$ cat src/rtl/mac_acc_nx8.sv
// mac_acc_nx8: LANES-wide signed dot-product accumulated over packets of beats.
// Three-stage pipeline (products, beat sum, accumulate) with a held result register.
module mac_acc_nx8 #(
    parameter int DATA_WIDTH = 8,
    parameter int LANES      = 4,
    parameter int ACC_WIDTH  = 32,
    parameter int SATURATE   = 0
) (
    input  logic                        clk,
    input  logic                        rst,
    input  logic [LANES*DATA_WIDTH-1:0] a_flat,
    input  logic [LANES*DATA_WIDTH-1:0] b_flat,
    input  logic                        in_valid,
    input  logic                        in_first,
    input  logic                        in_last,
    output logic                        in_ready,
    output logic                        out_valid,
    input  logic                        out_ready,
    output logic [ACC_WIDTH-1:0]        result,
    output logic                        out_ovf
);

    localparam int PROD_W = 2 * DATA_WIDTH;
    localparam int SUM_W  = PROD_W + $clog2(LANES);
    localparam logic [ACC_WIDTH-1:0] ACC_MAX = {1'b0, {(ACC_WIDTH-1){1'b1}}};
    localparam logic [ACC_WIDTH-1:0] ACC_MIN = {1'b1, {(ACC_WIDTH-1){1'b0}}};

    logic                        stall_s;
    logic signed [PROD_W-1:0]    prod_s [LANES];
    logic signed [SUM_W-1:0]     sum_s;
    logic [ACC_WIDTH-1:0]        base_s;
    logic [ACC_WIDTH:0]          wide_sum_s;
    logic [ACC_WIDTH-1:0]        acc_next_s;
    logic                        ovf_now_s;
    logic                        sticky_next_s;

    logic                        p1_valid_r;
    logic                        p1_first_r;
    logic                        p1_last_r;
    logic signed [PROD_W-1:0]    p1_prod_r [LANES];
    logic                        p2_valid_r;
    logic                        p2_first_r;
    logic                        p2_last_r;
    logic signed [ACC_WIDTH-1:0] p2_sum_r;
    logic [ACC_WIDTH-1:0]        acc_r;
    logic                        ovf_sticky_r;
    logic [ACC_WIDTH-1:0]        result_r;
    logic                        out_ovf_r;
    logic                        out_valid_r;

    // A pending, unaccepted result freezes every stage so nothing is lost.
    assign stall_s   = out_valid_r & ~out_ready;
    assign in_ready  = ~stall_s;
    assign out_valid = out_valid_r;
    assign result    = result_r;
    assign out_ovf   = out_ovf_r;

    // Full-width signed product per lane of the incoming beat
    always_comb begin
        for (int i = 0; i < LANES; i++) begin
            prod_s[i] = PROD_W'($signed(a_flat[i*DATA_WIDTH +: DATA_WIDTH]))
                      * PROD_W'($signed(b_flat[i*DATA_WIDTH +: DATA_WIDTH]));
        end
    end

    // Exact sum of the registered lane products
    always_comb begin
        sum_s = {SUM_W{1'b0}};
        for (int i = 0; i < LANES; i++) begin
            sum_s = sum_s + SUM_W'(p1_prod_r[i]);
        end
    end

    // Accumulator add: one extra bit exposes signed overflow, then wrap or clamp
    always_comb begin
        base_s     = p2_first_r ? {ACC_WIDTH{1'b0}} : acc_r;
        wide_sum_s = {base_s[ACC_WIDTH-1], base_s} + {p2_sum_r[ACC_WIDTH-1], p2_sum_r};
        ovf_now_s  = wide_sum_s[ACC_WIDTH] ^ wide_sum_s[ACC_WIDTH-1];
        if (ovf_now_s && (SATURATE != 32'sd0)) begin
            acc_next_s = wide_sum_s[ACC_WIDTH] ? ACC_MIN : ACC_MAX;
        end else begin
            acc_next_s = wide_sum_s[ACC_WIDTH-1:0];
        end
        sticky_next_s = (p2_first_r ? 1'b0 : ovf_sticky_r) | ovf_now_s;
    end

    // Stage 1: capture beat control and lane products
    always_ff @(posedge clk) begin
        if (rst) begin
            p1_valid_r <= 1'b0;
            p1_first_r <= 1'b0;
            p1_last_r  <= 1'b0;
            for (int i = 0; i < LANES; i++) begin
                p1_prod_r[i] <= {PROD_W{1'b0}};
            end
        end else if (!stall_s) begin
            p1_valid_r <= in_valid;
            p1_first_r <= in_valid & in_first;
            p1_last_r  <= in_valid & in_last;
            for (int i = 0; i < LANES; i++) begin
                p1_prod_r[i] <= prod_s[i];
            end
        end
    end

    // Stage 2: capture the sign-extended beat sum
    always_ff @(posedge clk) begin
        if (rst) begin
            p2_valid_r <= 1'b0;
            p2_first_r <= 1'b0;
            p2_last_r  <= 1'b0;
            p2_sum_r   <= {ACC_WIDTH{1'b0}};
        end else if (!stall_s) begin
            p2_valid_r <= p1_valid_r;
            p2_first_r <= p1_first_r;
            p2_last_r  <= p1_last_r;
            p2_sum_r   <= ACC_WIDTH'(sum_s);
        end
    end

    // Stage 3: accumulate; a last beat loads the result and restarts from zero
    always_ff @(posedge clk) begin
        if (rst) begin
            acc_r        <= {ACC_WIDTH{1'b0}};
            ovf_sticky_r <= 1'b0;
            result_r     <= {ACC_WIDTH{1'b0}};
            out_ovf_r    <= 1'b0;
            out_valid_r  <= 1'b0;
        end else if (!stall_s) begin
            out_valid_r <= p2_valid_r & p2_last_r;
            if (p2_valid_r) begin
                if (p2_last_r) begin
                    result_r     <= acc_next_s;
                    out_ovf_r    <= sticky_next_s;
                    acc_r        <= {ACC_WIDTH{1'b0}};
                    ovf_sticky_r <= 1'b0;
                end else begin
                    acc_r        <= acc_next_s;
                    ovf_sticky_r <= sticky_next_s;
                end
            end
        end
    end

endmodule
$ cat config.mk
export PLATFORM = sky130hd
export DESIGN_NAME = mac_acc_nx8
export DESIGN_NICKNAME = d
export VERILOG_FILES = /design/src/rtl/mac_acc_nx8.sv
export SDC_FILE = /design/constraint.sdc
export NUM_CORES = 1
export LEC_CHECK = 0
export ABC_AREA = 1
export CAP_MARGIN = 20
export CORE_ASPECT_RATIO = 1.75
export CORE_MARGIN = 2
export CORE_UTILIZATION = 60
export CTS_CLUSTER_DIAMETER = 60
export CTS_CLUSTER_SIZE = 24
export DETAILED_ROUTE_END_ITERATION = 7
export GPL_TIMING_DRIVEN = 0
export PLACE_DENSITY_LB_ADDON = 0.12
export SLEW_MARGIN = 20
export SYNTH_ARGS = -nofsm -noshare
export SYNTH_HDL_FRONTEND = slang
export SYNTH_SLANG_ARGS = --single-unit
$ cat constraint.sdc
create_clock -name clk -period 6.6 [get_ports clk]
set_input_delay 1.65 -clock clk [delete_from_list [all_inputs] [get_ports clk]]
set_output_delay 1.65 -clock clk [all_outputs]
set_load 0.1 [all_outputs]
==> flow_summary.toml, run 1 <==
[synth]
post_synth_inst_count = 2598
yosys.area_share.simple_pct = 18.50
number_of_enable_flip_flop_cells_after_synthesis = 64
asyncSetResetFlopFracSynth_pct = 0
synth_largest_area_cell = "sky130_fd_sc_hd__fa_1"
synth.ff_latch_count = 155
post_synth_fa_ha_maj_area_fraction_pct = 36.51
post_synth_mux_area_share_pct = 0
synth_xor_area_share_pct = 2.141
synth_area_per_cell_um2 = 7.537
synth.yosys.seq_area_share_pct = 19.12
netlist-cell-type-count = 45
synth_top_cells_by_count = "sky130_fd_sc_hd__inv_1, sky130_fd_sc_hd__nand2_1, sky130_fd_sc_hd__fa_1, sky130_fd_sc_hd__nor2_1, sky130_fd_sc_hd__ha_1"
syn-cell-area_mm2 = 0.01958
post-synth-top-area-fraction_pct = 25.97
synthesis.nets = 3087
synthTopCellsByArea = "sky130_fd_sc_hd__fa_1, sky130_fd_sc_hd__inv_1, sky130_fd_sc_hd__nand2_1"
synth-warning-count = 0
share_of_the_synthesized_area_in_compound_gates_ao_oa_aoi_oai_pct = 9.010
cell_with_the_most_instances_after_synthesis = "sky130_fd_sc_hd__inv_1"
combinational_family_with_the_most_area_after_synthesis = "adder cells"
synth_ff_type = "sky130_fd_sc_hd__dfxtp_1"

[sta]
report.final.slew_viol_count = 0
fin_ws_ns = 0.7878
worst_slew_pin_slew_ns = 1.007
fin_hold_viols = 0
final.setup_skew_ns = 0.01089
relSlewSlack_pct = 32.67
setup_repair_after_global_routing_missed_its_margin = "false"
highest_achievable_clock_rate_mhz = 172.1
final_cycle_share_pct = 88.06
layout_min_cycle_time_ns = 5.812
tns_ns = 0
timing.final.setup_violations = 0

[floorplanning]
placeableCoreArea_mm2 = 0.03222
core.rowCount = 87
die_w_um = 140.6
initial_core_util_pct = 60.77
dieArea_mm2 = 0.03415
floorplan.die.height_um = 243.0
floorplan.io_pins = 105

[detailed_routing]
highest_layer = "met4"
detailroute.wirelength.met2_mm = 26.71
detail_route.drc_violations = 1
drt.antenna.violating_nets = 0
drt_pass1_iterations = 7
vias_per_cell = 5.257
totalWireLength_mm = 47.78
wirelength_met1_mm = 16.47
dr_wl_cell_um = 15.54
vias = 16159
dr.first_iter.drc_count = 735
met3RoutedLength_mm = 1.349

[global_routing]
via_count_of_the_first_global_routing_pass = 16590
grt_util_all_layers_pct = 29.30
maximum_number_of_pins_on_one_net_before_global_route_repair = 65
antenna_found_initial = 0
grt_first_pass_wirelength_mm = 78.74
grt_overflow_total = 0

[job]
maxCapViolCount = 0

[worst_setup_path]
critical_path_class = "primary input to flop"
timing.reg2reg.setup_slack_ns = 3.08
crit_path_max_fanout = 9
r2r.worst_path.cells = 14
worst-endpoint-arrival_ns = 6.01
worst-endpoint-required_ns = 6.80
cp-start-kind = "primary input"
timing.critical_path.to_type = "flop"
timing.rr.end = "p2_sum_r[11]$_SDFFE_PP0N_"
crit-reg2reg-launch = "p1_prod_r[1][0]$_SDFFCE_PN0P_"

[pwr]
total_net_switching_power_mw = 4.014
internal_power_mw = 3.920
leakage_power_nw = 11.76
combPwrFrac_pct = 68.8
pwr-share-seq_pct = 18.5
p_clk_share_pct = 12.7
power-per-cell-area_mw_per_mm2 = 375.4
p_sw_share_pct = 50.59
vdd_drop_max_mv = 0.2713
power.total_mw = 7.934

[layout]
fill_cell_total_of_the_finished_layout = 2881
finalNetCount = 3150
antennaDiodeCount = 0
finish.instance_area_mm2 = 0.02114
area.growth.synth_to_final_pct = 7.936
final_layout_size_suffix_gt1_share_pct = 3.067
layoutNonFillerInstCount = 3074

[status]
violations = "DRC"
outcome = "complete, but fails checks"

[clock_network]
cts_max_path_buffers = 2
numClockSinks = 155
cts_setup_buffers = 0
ctsHtreeMaxLevel = 4
worst_setup_hold_path_clk_slew_ns = 0.06
root_buffer = "sky130_fd_sc_hd__clkbuf_16"
num_cts_buffers = 17
cts_tree = "yes"
cts_hold_buf = 0
post_cts_resized = 0
clk-insertion-delay-late_ns = 0.45

[hold_path]
min_to = "p2_sum_r[8]$_SDFFE_PP0N_"
min-delay-path-class = "flop to flop"
worst_hold_startpoint = "p2_sum_r[8]$_SDFFE_PP0N_"
worst_hold_path.num_cells = 2

[place]
place_ws_ns = 0.3551
gp_routability_congestion = 1.021
hpwlAfterDp_mm = 41.10
post-place-cells = 3042
placement.io_buffers = 43
dpl_cell_area_mm2 = 0.02054
state kept, by name (all words and copies together) (netlist names):
signal        count
acc_r            32
out_ovf           1
out_valid         1
ovf_sticky_r      1
p1_first_r        1
p1_last_r         1
p1_prod_r        64
p1_valid_r        1
p2_first_r        1
p2_last_r         1
p2_sum_r         18
p2_valid_r        1
result           32
cell type report:
type | instances | area, um^2 | area share (%)
clock inverter | 11 | 132.6 | 0.6275
tap | 400 | 500.5 | 2.368
sequential | 155 | 3744 | 17.71
timing repair buffer | 44 | 457.9 | 2.167
clock buffer | 21 | 460.4 | 2.179
buffer | 93 | 360.3 | 1.705
multi-input combinational | 1678 | 12950 | 61.30
inverter | 672 | 2525 | 11.95
critical path: stages:
cell and delay [ns]:
sky130_fd_sc_hd__clkdlybuf4s50_1 0.46, sky130_fd_sc_hd__clkinv_1 0.24, sky130_fd_sc_hd__or2_2 0.37, sky130_fd_sc_hd__fa_1 0.46, sky130_fd_sc_hd__fa_1 0.53, sky130_fd_sc_hd__fa_1 0.46
sky130_fd_sc_hd__fa_1 0.51, sky130_fd_sc_hd__inv_1 0.05, sky130_fd_sc_hd__ha_1 0.36, sky130_fd_sc_hd__a31oi_1 0.15, sky130_fd_sc_hd__o21ai_0 0.36, sky130_fd_sc_hd__inv_1 0.08
sky130_fd_sc_hd__o21bai_1 0.17, sky130_fd_sc_hd__nand2_1 0.07, sky130_fd_sc_hd__nand2_1 0.06, sky130_fd_sc_hd__nor2_1 0.05
kinds of logic (layout without fill, tap and decap cells):
| kind of cell | count (synthesis) | after routing |
|---|---|---|
| buffers and inverters | 765 | 841 |
| flip-flops | 155 | 155 |
| AO/OA/AOI/OAI | 314 | 314 |
| AND/OR/NAND/NOR | 898 | 898 |
| XOR/XNOR | 47 | 47 |
| adder cells (fa/ha/maj) | 419 | 419 |
power groups by stage:
stage | combinational [mW] | sequential (mW) | clock [mW]
global route | 6.29 | 1.49 | 1.06
CTS | 5.47 | 1.47 | 1.02
global placement | 5.32 | 1.49 | 0
detailed placement | 5.42 | 1.49 | 0
finish | 5.46 | 1.47 | 1.01
floorplan | 4.15 | 1.41 | 0
through the flow:
step	util (%)	hold WS (ns)
6_report	65.59	0.4682
5_1_grt	65.59	0.4845
4_1_cts	65.59	0.4686
3_5_place_dp	63.75	0.4586
3_3_place_gp	63.66	0.4473
2_1_floorplan	-	0.4325
per-layer routing:
| metal | up-vias | GRT usage, % |
|---|---|---|
| li1 | 7895 | - |
| met1 | 7751 | 28.97 |
| met2 | 377 | 57.38 |
| met3 | 136 | 3.255 |
| met4 | 0 | 17.47 |
| met5 | - | 0 |
worst max-delay path by stage:
stage | from | to | slack [ns] | cells past startpoint
4_1_cts | b_flat[23] | p1_prod_r[2][13]$_SDFFCE_PN0P_ | 0.78 | 16
5_1_grt | b_flat[7] | p1_prod_r[0][12]$_SDFFCE_PN0P_ | 0.51 | 17
3_5_place_dp | b_flat[23] | p1_prod_r[2][13]$_SDFFCE_PN0P_ | 0.36 | 16
3_3_place_gp | b_flat[23] | p1_prod_r[2][13]$_SDFFCE_PN0P_ | 0.32 | 16
6_report | b_flat[23] | p1_prod_r[2][13]$_SDFFCE_PN0P_ | 0.79 | 16
2_1_floorplan | b_flat[10] | p1_prod_r[1][15]$_SDFFCE_PN0P_ | 1.10 | 16
layout by cell type, fill, tap and decap left out, drive strengths merged, types with 4 or more instances in the layout:
| master | instances |
|---|---|
| a21o | 16 |
| a21oi | 144 |
| a31oi | 9 |
| buf | 10 |
| clkbuf | 105 |
| clkdlybuf4s50 | 43 |
| clkinv | 4 |
| dfxtp | 91 |
| edfxtp | 64 |
| fa | 254 |
| ha | 165 |
| inv | 677 |
| nand2 | 563 |
| nand3 | 63 |
| nand3b | 6 |
| nand4 | 7 |
| nor2 | 225 |
| nor3 | 18 |
| o21a | 8 |
| o21ai | 99 |
| o21bai | 21 |
| or2 | 13 |
| xnor2 | 22 |
| xor2 | 25 |
Note: power is estimated with default switching activity, not from simulation.
==> run 2: changes to the inputs <==
- CAP_MARGIN: 20 -> default
- SLEW_MARGIN: 20 -> 10
==> flow_summary.toml, run 2 (same netlist as run 1, synthesis figures left out) <==
[status]
outcome = "complete, but fails checks"
violations = "DRC"

[worst_setup_path]
timing.critical_path.to_type = "flop"
endpoint = "p1_prod_r[2][13]$_SDFFCE_PN0P_"
cp_num_cells = 16
crit_path_top_delay_cell = "sky130_fd_sc_hd__fa_1"
timing.reg2reg.setup_slack_ns = 3.08
crit_path_max_fanout = 9
critical_path_class = "primary input to flop"
r2r.worst_path.cells = 14
crit-reg2reg-launch = "p1_prod_r[1][0]$_SDFFCE_PN0P_"
worst-endpoint-required_ns = 6.80
path_cells = "clkdlybuf4s50_1 > clkinv_1 > or2_2 > fa_1 > fa_1 > fa_1 > fa_1 > inv_1 > ha_1 > a31oi_1 > o21ai_0 > inv_1 > o21bai_1 > nand2_1 > nand2_1 > nor2_1"
timing.critical_path.from = "b_flat[23]"
highest_cell_delay_on_the_worst_timing_path_ns = 0.53
timing.critical_path.max_delay_family = "adder cells"
cp.buffers_inverters = 4
cp_common_cell = "sky130_fd_sc_hd__fa_1"
worst-endpoint-arrival_ns = 6.05
cp-start-kind = "primary input"
timing.rr.end = "p2_sum_r[11]$_SDFFE_PP0N_"

[sta]
final_cycle_share_pct = 88.62
final.setup_skew_ns = 0.01174
fin_hold_viols = 0
tns_ns = 0
relSlewSlack_pct = 32.67
layout_min_cycle_time_ns = 5.849
setup_repair_after_global_routing_missed_its_margin = "false"
timing.final.setup_violations = 0
worst_slew_pin_slew_ns = 1.007
highest_achievable_clock_rate_mhz = 171.0
hold_slack_ns = 0.4674
report.final.slew_viol_count = 0

[clock_network]
root_buffer = "sky130_fd_sc_hd__clkbuf_16"
cts_max_path_buffers = 2
ctsHtreeMaxLevel = 4
cts_hold_buf = 0
cts_tree = "yes"
post_cts_resized = 0
worst_setup_hold_path_clk_slew_ns = 0.06
cts_setup_buffers = 0
num_cts_buffers = 17
numClockSinks = 155
clk-insertion-delay-late_ns = 0.45

[floorplanning]
initial_core_util_pct = 60.77
placeableCoreArea_mm2 = 0.03222
dieArea_mm2 = 0.03415
die_w_um = 140.6
floorplan.io_pins = 105
core.rowCount = 87
floorplan.die.height_um = 243.0

[detailed_routing]
drt_pass1_iterations = 7
drt.antenna.violating_nets = 0
vias = 16040
detail_route.drc_violations = 1
dr_wl_cell_um = 15.45
vias_per_cell = 5.220
dr.first_iter.drc_count = 738
totalWireLength_mm = 47.47

[layout]
finish.instance_area_mm2 = 0.02111
post-route-util_pct = 65.52
antennaDiodeCount = 0
largest_register = "p1_prod_r"
area.growth.synth_to_final_pct = 7.808
final_common_cell = "sky130_fd_sc_hd__inv_1"
finalNetCount = 3149
layout.cells.most_common_list = "sky130_fd_sc_hd__inv_1, sky130_fd_sc_hd__nand2_1, sky130_fd_sc_hd__fa_1, sky130_fd_sc_hd__nor2_1, sky130_fd_sc_hd__ha_1"
largest_register_ffs = 64
final_layout_size_suffix_gt1_share_pct = 3.143

[hold_path]
min-delay-path-class = "flop to flop"

[pwr]
leakage_power_nw = 11.75
power-per-cell-area_mw_per_mm2 = 375.6
power.total_mw = 7.928
vdd_drop_max_mv = 0.2397

[job]
maxCapViolCount = 0

[place]
gp_routability_congestion = 1.021
hpwlAfterDp_mm = 41.02
placement.io_buffers = 43
dpl_cell_area_mm2 = 0.02051

[global_routing]
via_count_of_the_first_global_routing_pass = 16533
grt_first_pass_wirelength_mm = 78.11
grt_util_all_layers_pct = 29.12
antenna_found_initial = 0
grt_overflow_total = 0
maximum_number_of_pins_on_one_net_before_global_route_repair = 72
==> run 2: changes by cell type in the layout (fill, tap and decap cells not counted) <==
cell | before | now
sky130_fd_sc_hd__clkbuf_8 | 2 | 1
sky130_fd_sc_hd__clkbuf_2 | 0 | 1
sky130_fd_sc_hd__buf_16 | 1 | 0
sky130_fd_sc_hd__inv_8 | 1 | 2
sky130_fd_sc_hd__clkinvlp_4 | 0 | 2
sky130_fd_sc_hd__clkinv_1 | 2 | 1
sky130_fd_sc_hd__clkinv_2 | 1 | 2
sky130_fd_sc_hd__clkbuf_1 | 86 | 84
sky130_fd_sc_hd__clkinv_4 | 1 | 0
==> run 2: metal layers <==
metal  wire [um]  global-route usage [%]  up-vias  share of wire (%)
met5           0                       0        -                  0
met4        3542                   18.41        0                7.5
met3        1280                   3.255      134                2.7
met2       26370                   56.68      357                 56
met1       16270                   28.65     7649                 34
li1            -                       -     7900                  -
==> run 2: where the power goes <==
group,internal [mW],switching (mW)
Clock,0.577,0.430
Combinational,2.05,3.41
Sequential,1.29,0.177
Total,3.91,4.01
==> run 2: worst min-delay path by stage <==
stage	from	slack, ns	cells after the start	to
2_1_floorplan	p2_sum_r[14]$_SDFFE_PP0N_	0.43	2	p2_sum_r[14]$_SDFFE_PP0N_
3_3_place_gp	p2_sum_r[2]$_SDFFE_PP0N_	0.45	2	p2_sum_r[2]$_SDFFE_PP0N_
3_5_place_dp	p2_sum_r[8]$_SDFFE_PP0N_	0.46	2	p2_sum_r[8]$_SDFFE_PP0N_
4_1_cts	acc_r[8]$_SDFFE_PP0P_	0.47	2	acc_r[8]$_SDFFE_PP0P_
5_1_grt	acc_r[10]$_SDFFE_PP0P_	0.48	2	acc_r[10]$_SDFFE_PP0P_
6_report	acc_r[8]$_SDFFE_PP0P_	0.47	2	acc_r[8]$_SDFFE_PP0P_
==> run 2: per-stage QoR <==
| stage | setup WS [ns] | cells |
|---|---|---|
| 6_report | 0.7510 | 3073 |
| 5_1_grt | 0.5055 | 3073 |
| 4_1_cts | 0.7864 | 3073 |
| 3_5_place_dp | 0.3445 | 3041 |
| 3_3_place_gp | 0.3200 | 3041 |
| 2_1_floorplan | 1.098 | 2598 |
==> run 2: final cells by class <==
type                    instances  area (um^2)
repair buffers                 43        430.4
multi-input cells            1678        12950
well taps                     400        500.5
fillers                      2889        11110
plain buffers                  93        360.3
flip-flops and latches        155         3744
clock inverters                13        151.4
inverters                     672         2525
clock buffers                  19        444.2
==> run 2: worst min-delay path, cell delays in order (launching register included) <==
cell                      delay (ns)
sky130_fd_sc_hd__dfxtp_1        0.31
sky130_fd_sc_hd__nand2_1        0.06
sky130_fd_sc_hd__a21oi_1        0.05
==> RTL change 1: new RTL, config.mk and constraints of run 2 <==
Change the parameter `LANES` from 4 to 2.
--- a/src/rtl/mac_acc_nx8.sv
+++ b/src/rtl/mac_acc_nx8.sv
@@ -3,5 +3,5 @@
 module mac_acc_nx8 #(
     parameter int DATA_WIDTH = 8,
-    parameter int LANES      = 4,
+    parameter int LANES      = 2,
     parameter int ACC_WIDTH  = 32,
     parameter int SATURATE   = 0
Ports: changed (resized a_flat and b_flat); port bits go from 105 to 73. No check against the original RTL was run, so the function may have changed too.
==> RTL change 1 against run 2 <==
  * Area after synthesis decreased by 35%
  * Critical path depth increased by 5
  * Wire length decreased by 32%
  * Total power decreased by 44%
  * Critical path type unchanged
  * Worst hold slack got worse by 0.0023 ns
  * Cell count decreased by 31%
  * Sequential cell count decreased by 33
  * Cell area decreased by 33%
  * Setup slack got worse by 0.20 ns
  * Core utilization increased by 2.0 points
  * Synthesized cell count decreased by 30%
  * Die area decreased by 34%
==> RTL change 1: results (changes against run 2) <==
\begin{tabular}{lr}
\hline
Metric & Value \\
\hline
\multicolumn{2}{l}{\textbf{Clock tree}} \\
\quad Total of cells resized after clock tree synthesis & 0 (unchanged) \\
\quad Clock insertion delay at the later pin of the skew report & 0.43 ns (-0.02 ns) \\
\multicolumn{2}{l}{\textbf{Global route}} \\
\quad GR met2 Demand/Resource & 59.7\% (+3.0 points) \\
\quad Met1 global-route usage & 28.9\% (+0.24 points) \\
\quad Aggregate global-route resource usage & 30.5\% (+1.4 points) \\
\quad Wire length of the first global-routing pass & 53.3 mm (-32\%) \\
\quad Pin count of the biggest net entering global routing & 40 (-44\%) \\
\quad Grt met3 use & 3.34\% (+0.090 points) \\
\multicolumn{2}{l}{\textbf{Drt}} \\
\quad First-pass iteration count of the detailed router & 5 (-2) \\
\quad Wire length after detailed routing & 32.5 mm (-32\%) \\
\quad Number of vias per cell after detailed routing & 5.22 (about the same) \\
\quad Metal2 WL & 18.3 mm (-31\%) \\
\quad Top layer reached by signal wires & met4 \\
\quad Routed wl met3 & 819 µm (-36\%) \\
\quad First DRT Iteration DRCs & 458 (-38\%) \\
\quad Routed via count & 11100 (-31\%) \\
\quad Met1 WL & 11.1 mm (-32\%) \\
\multicolumn{2}{l}{\textbf{Finish}} \\
\quad Layout cell share with drive strength beyond 1 & 6.01\% (+2.9 points) \\
\quad Flip-flop and latch area & 2760 µm² (-26\%) \\
\quad Final-layout fill cell count & 1863 (-36\%) \\
\multicolumn{2}{l}{\textbf{Power and ir drop}} \\
\quad Peak ir drop on the vdd network & 0.264 mV (+10\%) \\
\quad Leakage & 7.64 nW (-35\%) \\
\multicolumn{2}{l}{\textbf{Synth}} \\
\quad Share of synthesized area occupied by flip-flops and latches & 21.6\% (+2.5 points) \\
\quad Library cells used by synthesis & 52 (+16\%) \\
\quad Post-synthesis instance total & 1807 (-30\%) \\
\quad Ranking of synthesized cells by area & fa\_1 (18\%), dfxtp\_1 (14\%), nand2\_1 (12\%) \\
\quad Most common library cells after synthesis & nand2\_1 (417), inv\_1 (413), nor2\_1 (178), fa\_1 (112), ha\_1 (106) \\
\multicolumn{2}{l}{\textbf{Setup path}} \\
\quad Critical-path maximum fanout & 8 (-1) \\
\quad Arrival time of data at the critical path endpoint & 6.23 ns (+0.18 ns) \\
\multicolumn{2}{l}{\textbf{Placement}} \\
\quad Post-detail-place hpwl & 27.0 mm (-34\%) \\
\quad Final weighted congestion in routability-driven placement & 0.942 (-7.8\%) \\
\quad Count of buffers from port buffering & 41 (-4.7\%) \\
\quad Setup slack after placement & 0.129 ns (-0.216 ns) \\
\multicolumn{2}{l}{\textbf{STA}} \\
\quad Actual slew at the worst max-slew pin & 0.985 ns (-0.0221 ns) \\
\quad Worst clock skew & 0.00584 ns (-0.00591 ns) \\
\multicolumn{2}{l}{\textbf{Run status}} \\
\quad Outcome & completed \\
\hline
\end{tabular}
[RTL change 1: cell types whose count changed after synthesis, sizes merged, moves of 30 or more]
| cell | delta |
|---|---|
| nor2 | -35 |
| clkbuf | -32 |
| a21oi | -34 |
| edfxtp | -32 |
| inv | -249 |
| o21ai | -30 |
| fa | -142 |
| ha | -59 |
| nand2 | -125 |
[RTL change 1: power breakdown]
group,total [mW],switching [mW],internal (mW)
Combinational,2.44,1.52,0.922
Sequential,1.01,0.0842,0.924
Clock,0.981,0.381,0.600
[RTL change 1: final timing paths]
check | slack, ns | cells after the start | start | to
max | 0.55 | 21 | b_flat[7] | p1_prod_r[0][12]$_SDFFCE_PN0P_
min reg2reg | 0.47 | 2 | acc_r[15]$_SDFFE_PP0P_ | acc_r[15]$_SDFFE_PP0P_
min | 0.47 | 2 | acc_r[15]$_SDFFE_PP0P_ | acc_r[15]$_SDFFE_PP0P_
max reg2reg | 3.16 | 15 | p2_first_r$_SDFFE_PP0N_ | result[24]$_SDFFE_PP0P_
[RTL change 1: cell families after synthesis]
logic type / share of synthesized area, %
AOI/OAI and AO/OA: 9.91
xor gates and xnor gates: 3.00
adders and majority gates: 27.9
buffers and inverters: 14.2
DFF: 21.6
and+or+nand+nor: 23.5
[RTL change 1: area by class of cell]
class / count / share of cell area [%]
buffer: 59 / 1.63
clock buffer: 17 / 3.01
clock inverter: 15 / 1.34
inverter: 422 / 11.2
multi-input combinational: 1204 / 58.2
sequential: 122 / 19.5
tap: 252 / 2.23
timing repair buffer: 41 / 2.90
==> RTL change 2: new RTL, settings of run 2 <==
Without the edit above. Register the output `out_ovf` once more, with the module's reset; this adds one clock of latency there. The other outputs are not delayed to match.
--- a/src/rtl/mac_acc_nx8.sv
+++ b/src/rtl/mac_acc_nx8.sv
@@ -54,5 +54,11 @@
     assign out_valid = out_valid_r;
     assign result    = result_r;
-    assign out_ovf   = out_ovf_r;
+    always_ff @(posedge clk) begin
+        if (rst) begin
+            out_ovf <= '0;
+        end else begin
+            out_ovf <= out_ovf_r;
+        end
+    end
 
     // Full-width signed product per lane of the incoming beat
Behaviour: same outputs for any inputs over 4 cycles, from zero or initial values and one cycle with rst high; that may be too few to reach the edited logic, so the function may still have changed.
==> RTL change 2 against run 2 <==
  * Cell area is essentially flat
  * Total power shrank 0.60%
  * Setup slack lost 0.059 ns
  * Global-route usage shrank 0.35 points
  * Area after synthesis grew 0.15%
  * Wire length shrank 0.26%
  * Sequential cell count grew 1
  * Count of clock-buffer cells in the layout shrank 2
==> RTL change 2: results (changes against run 2) <==
\begin{tabular}{lr}
\hline
Metric & Value \\
\hline
\multicolumn{2}{l}{\textbf{Min path}} \\
\quad Destination of the worst hold path & out\_ovf\$\_SDFF\_PP0\_ \\
\quad Worst Hold Launch & out\_ovf\_r\$\_SDFFE\_PP0P\_ \\
\multicolumn{2}{l}{\textbf{Synth}} \\
\quad Share of synthesized area occupied by flip-flops and latches & 19.2\% (+0.074 points) \\
\quad Most common library cells after synthesis & inv\_1 (667), nand2\_1 (552), fa\_1 (254), nor2\_1 (220), ha\_1 (165) \\
\quad Ranking of synthesized cells by area & fa\_1 (26\%), inv\_1 (13\%), nand2\_1 (11\%) \\
\quad Adder and majority gate portion of the synthesized area & 36.5\% (-0.054 points) \\
\quad Share of the synthesized area in compound gates (AO/OA/AOI/OAI) & 8.92\% (-0.090 points) \\
\quad Xor/xnor cell area share of the yosys netlist & 2.18\% (+0.042 points) \\
\quad Flop and latch count out of synthesis & 156 (+0.65\%) \\
\multicolumn{2}{l}{\textbf{STA}} \\
\quad Worst clock skew & 0.0115 ns (-0.000223 ns) \\
\quad Headroom to the max-slew limit & 34.4\% (+1.7 points) \\
\multicolumn{2}{l}{\textbf{Setup path}} \\
\quad Critical register-to-register path startpoint & p1\_prod\_r[3][1]\$\_SDFFCE\_PN0P\_ \\
\quad Arrival time of data at the critical path endpoint & 6.10 ns (+0.05 ns) \\
\quad Reg2reg path depth & 12 (-2) \\
\multicolumn{2}{l}{\textbf{Drt}} \\
\quad Wire length after detailed routing & 47.3 mm (-0.26\%) \\
\quad First-pass iteration count of the detailed router & 8 (+1) \\
\quad First DRT Iteration DRCs & 730 (-1.1\%) \\
\multicolumn{2}{l}{\textbf{Global route}} \\
\quad Aggregate global-route resource usage & 28.8\% (-0.35 points) \\
\quad Wire length of the first global-routing pass & 77.8 mm (-0.43\%) \\
\quad Vias in the first global route & 16400 (-0.68\%) \\
\multicolumn{2}{l}{\textbf{Finish}} \\
\quad Fraction of area in registers & 17.8\% (+0.10 points) \\
\quad Number of nets in the layout & 3152 (+0.095\%) \\
\quad Clock network share of area & 2.65\% (-0.17 points) \\
\quad Inverter count & 674 (+0.30\%) \\
\quad Multi-input combinational area share & 61.4\% (about the same) \\
\quad Clock buffer count in the final layout & 17 (-2) \\
\multicolumn{2}{l}{\textbf{Run status}} \\
\quad Outcome & completed \\
\multicolumn{2}{l}{\textbf{Power and ir drop}} \\
\quad Reported combinational group power & 5.47 mW (about the same) \\
\quad Peak ir drop on the vdd network & 0.250 mV (+4.3\%) \\
\quad Switching power & 4.04 mW (+0.68\%) \\
\multicolumn{2}{l}{\textbf{Placement}} \\
\quad Final weighted congestion in routability-driven placement & 0.991 (-2.9\%) \\
\hline
\end{tabular}
RTL change 2: changes by cell type in the layout (fill, tap and decap cells not counted), moves of 2 or more:
cell	run 2	this run
inv_1	664	666
nor2_1	218	220
clkinv_4	0	2
bufinv_16	2	0
RTL change 2: per-layer routing:
metal / wire [µm] / global-route usage, % / share of wire [%] / vias up
met4: 2710 / 14.8 / 5.7 / 0
met1: 16700 / 29.7 / 35 / 7654
li1: - / - / - / 7899
met2: 26700 / 56.3 / 56 / 355
met5: 0 / 0 / 0 / -
met3: 1200 / 2.72 / 2.5 / 110
RTL change 2: stage by stage:
step	instances	util (%)	setup slack (ns)	area (µm²)	power (mW)
after global placement	3044	63.8	0.383	20500	6.83
after floorplan	2601	-	1.10	19600	5.57
final	3076	65.5	0.692	21100	7.88
after CTS	3076	65.5	0.761	21100	7.92
after global routing	3076	65.5	0.491	21100	8.75
after detailed placement	3044	63.8	0.330	20500	6.93
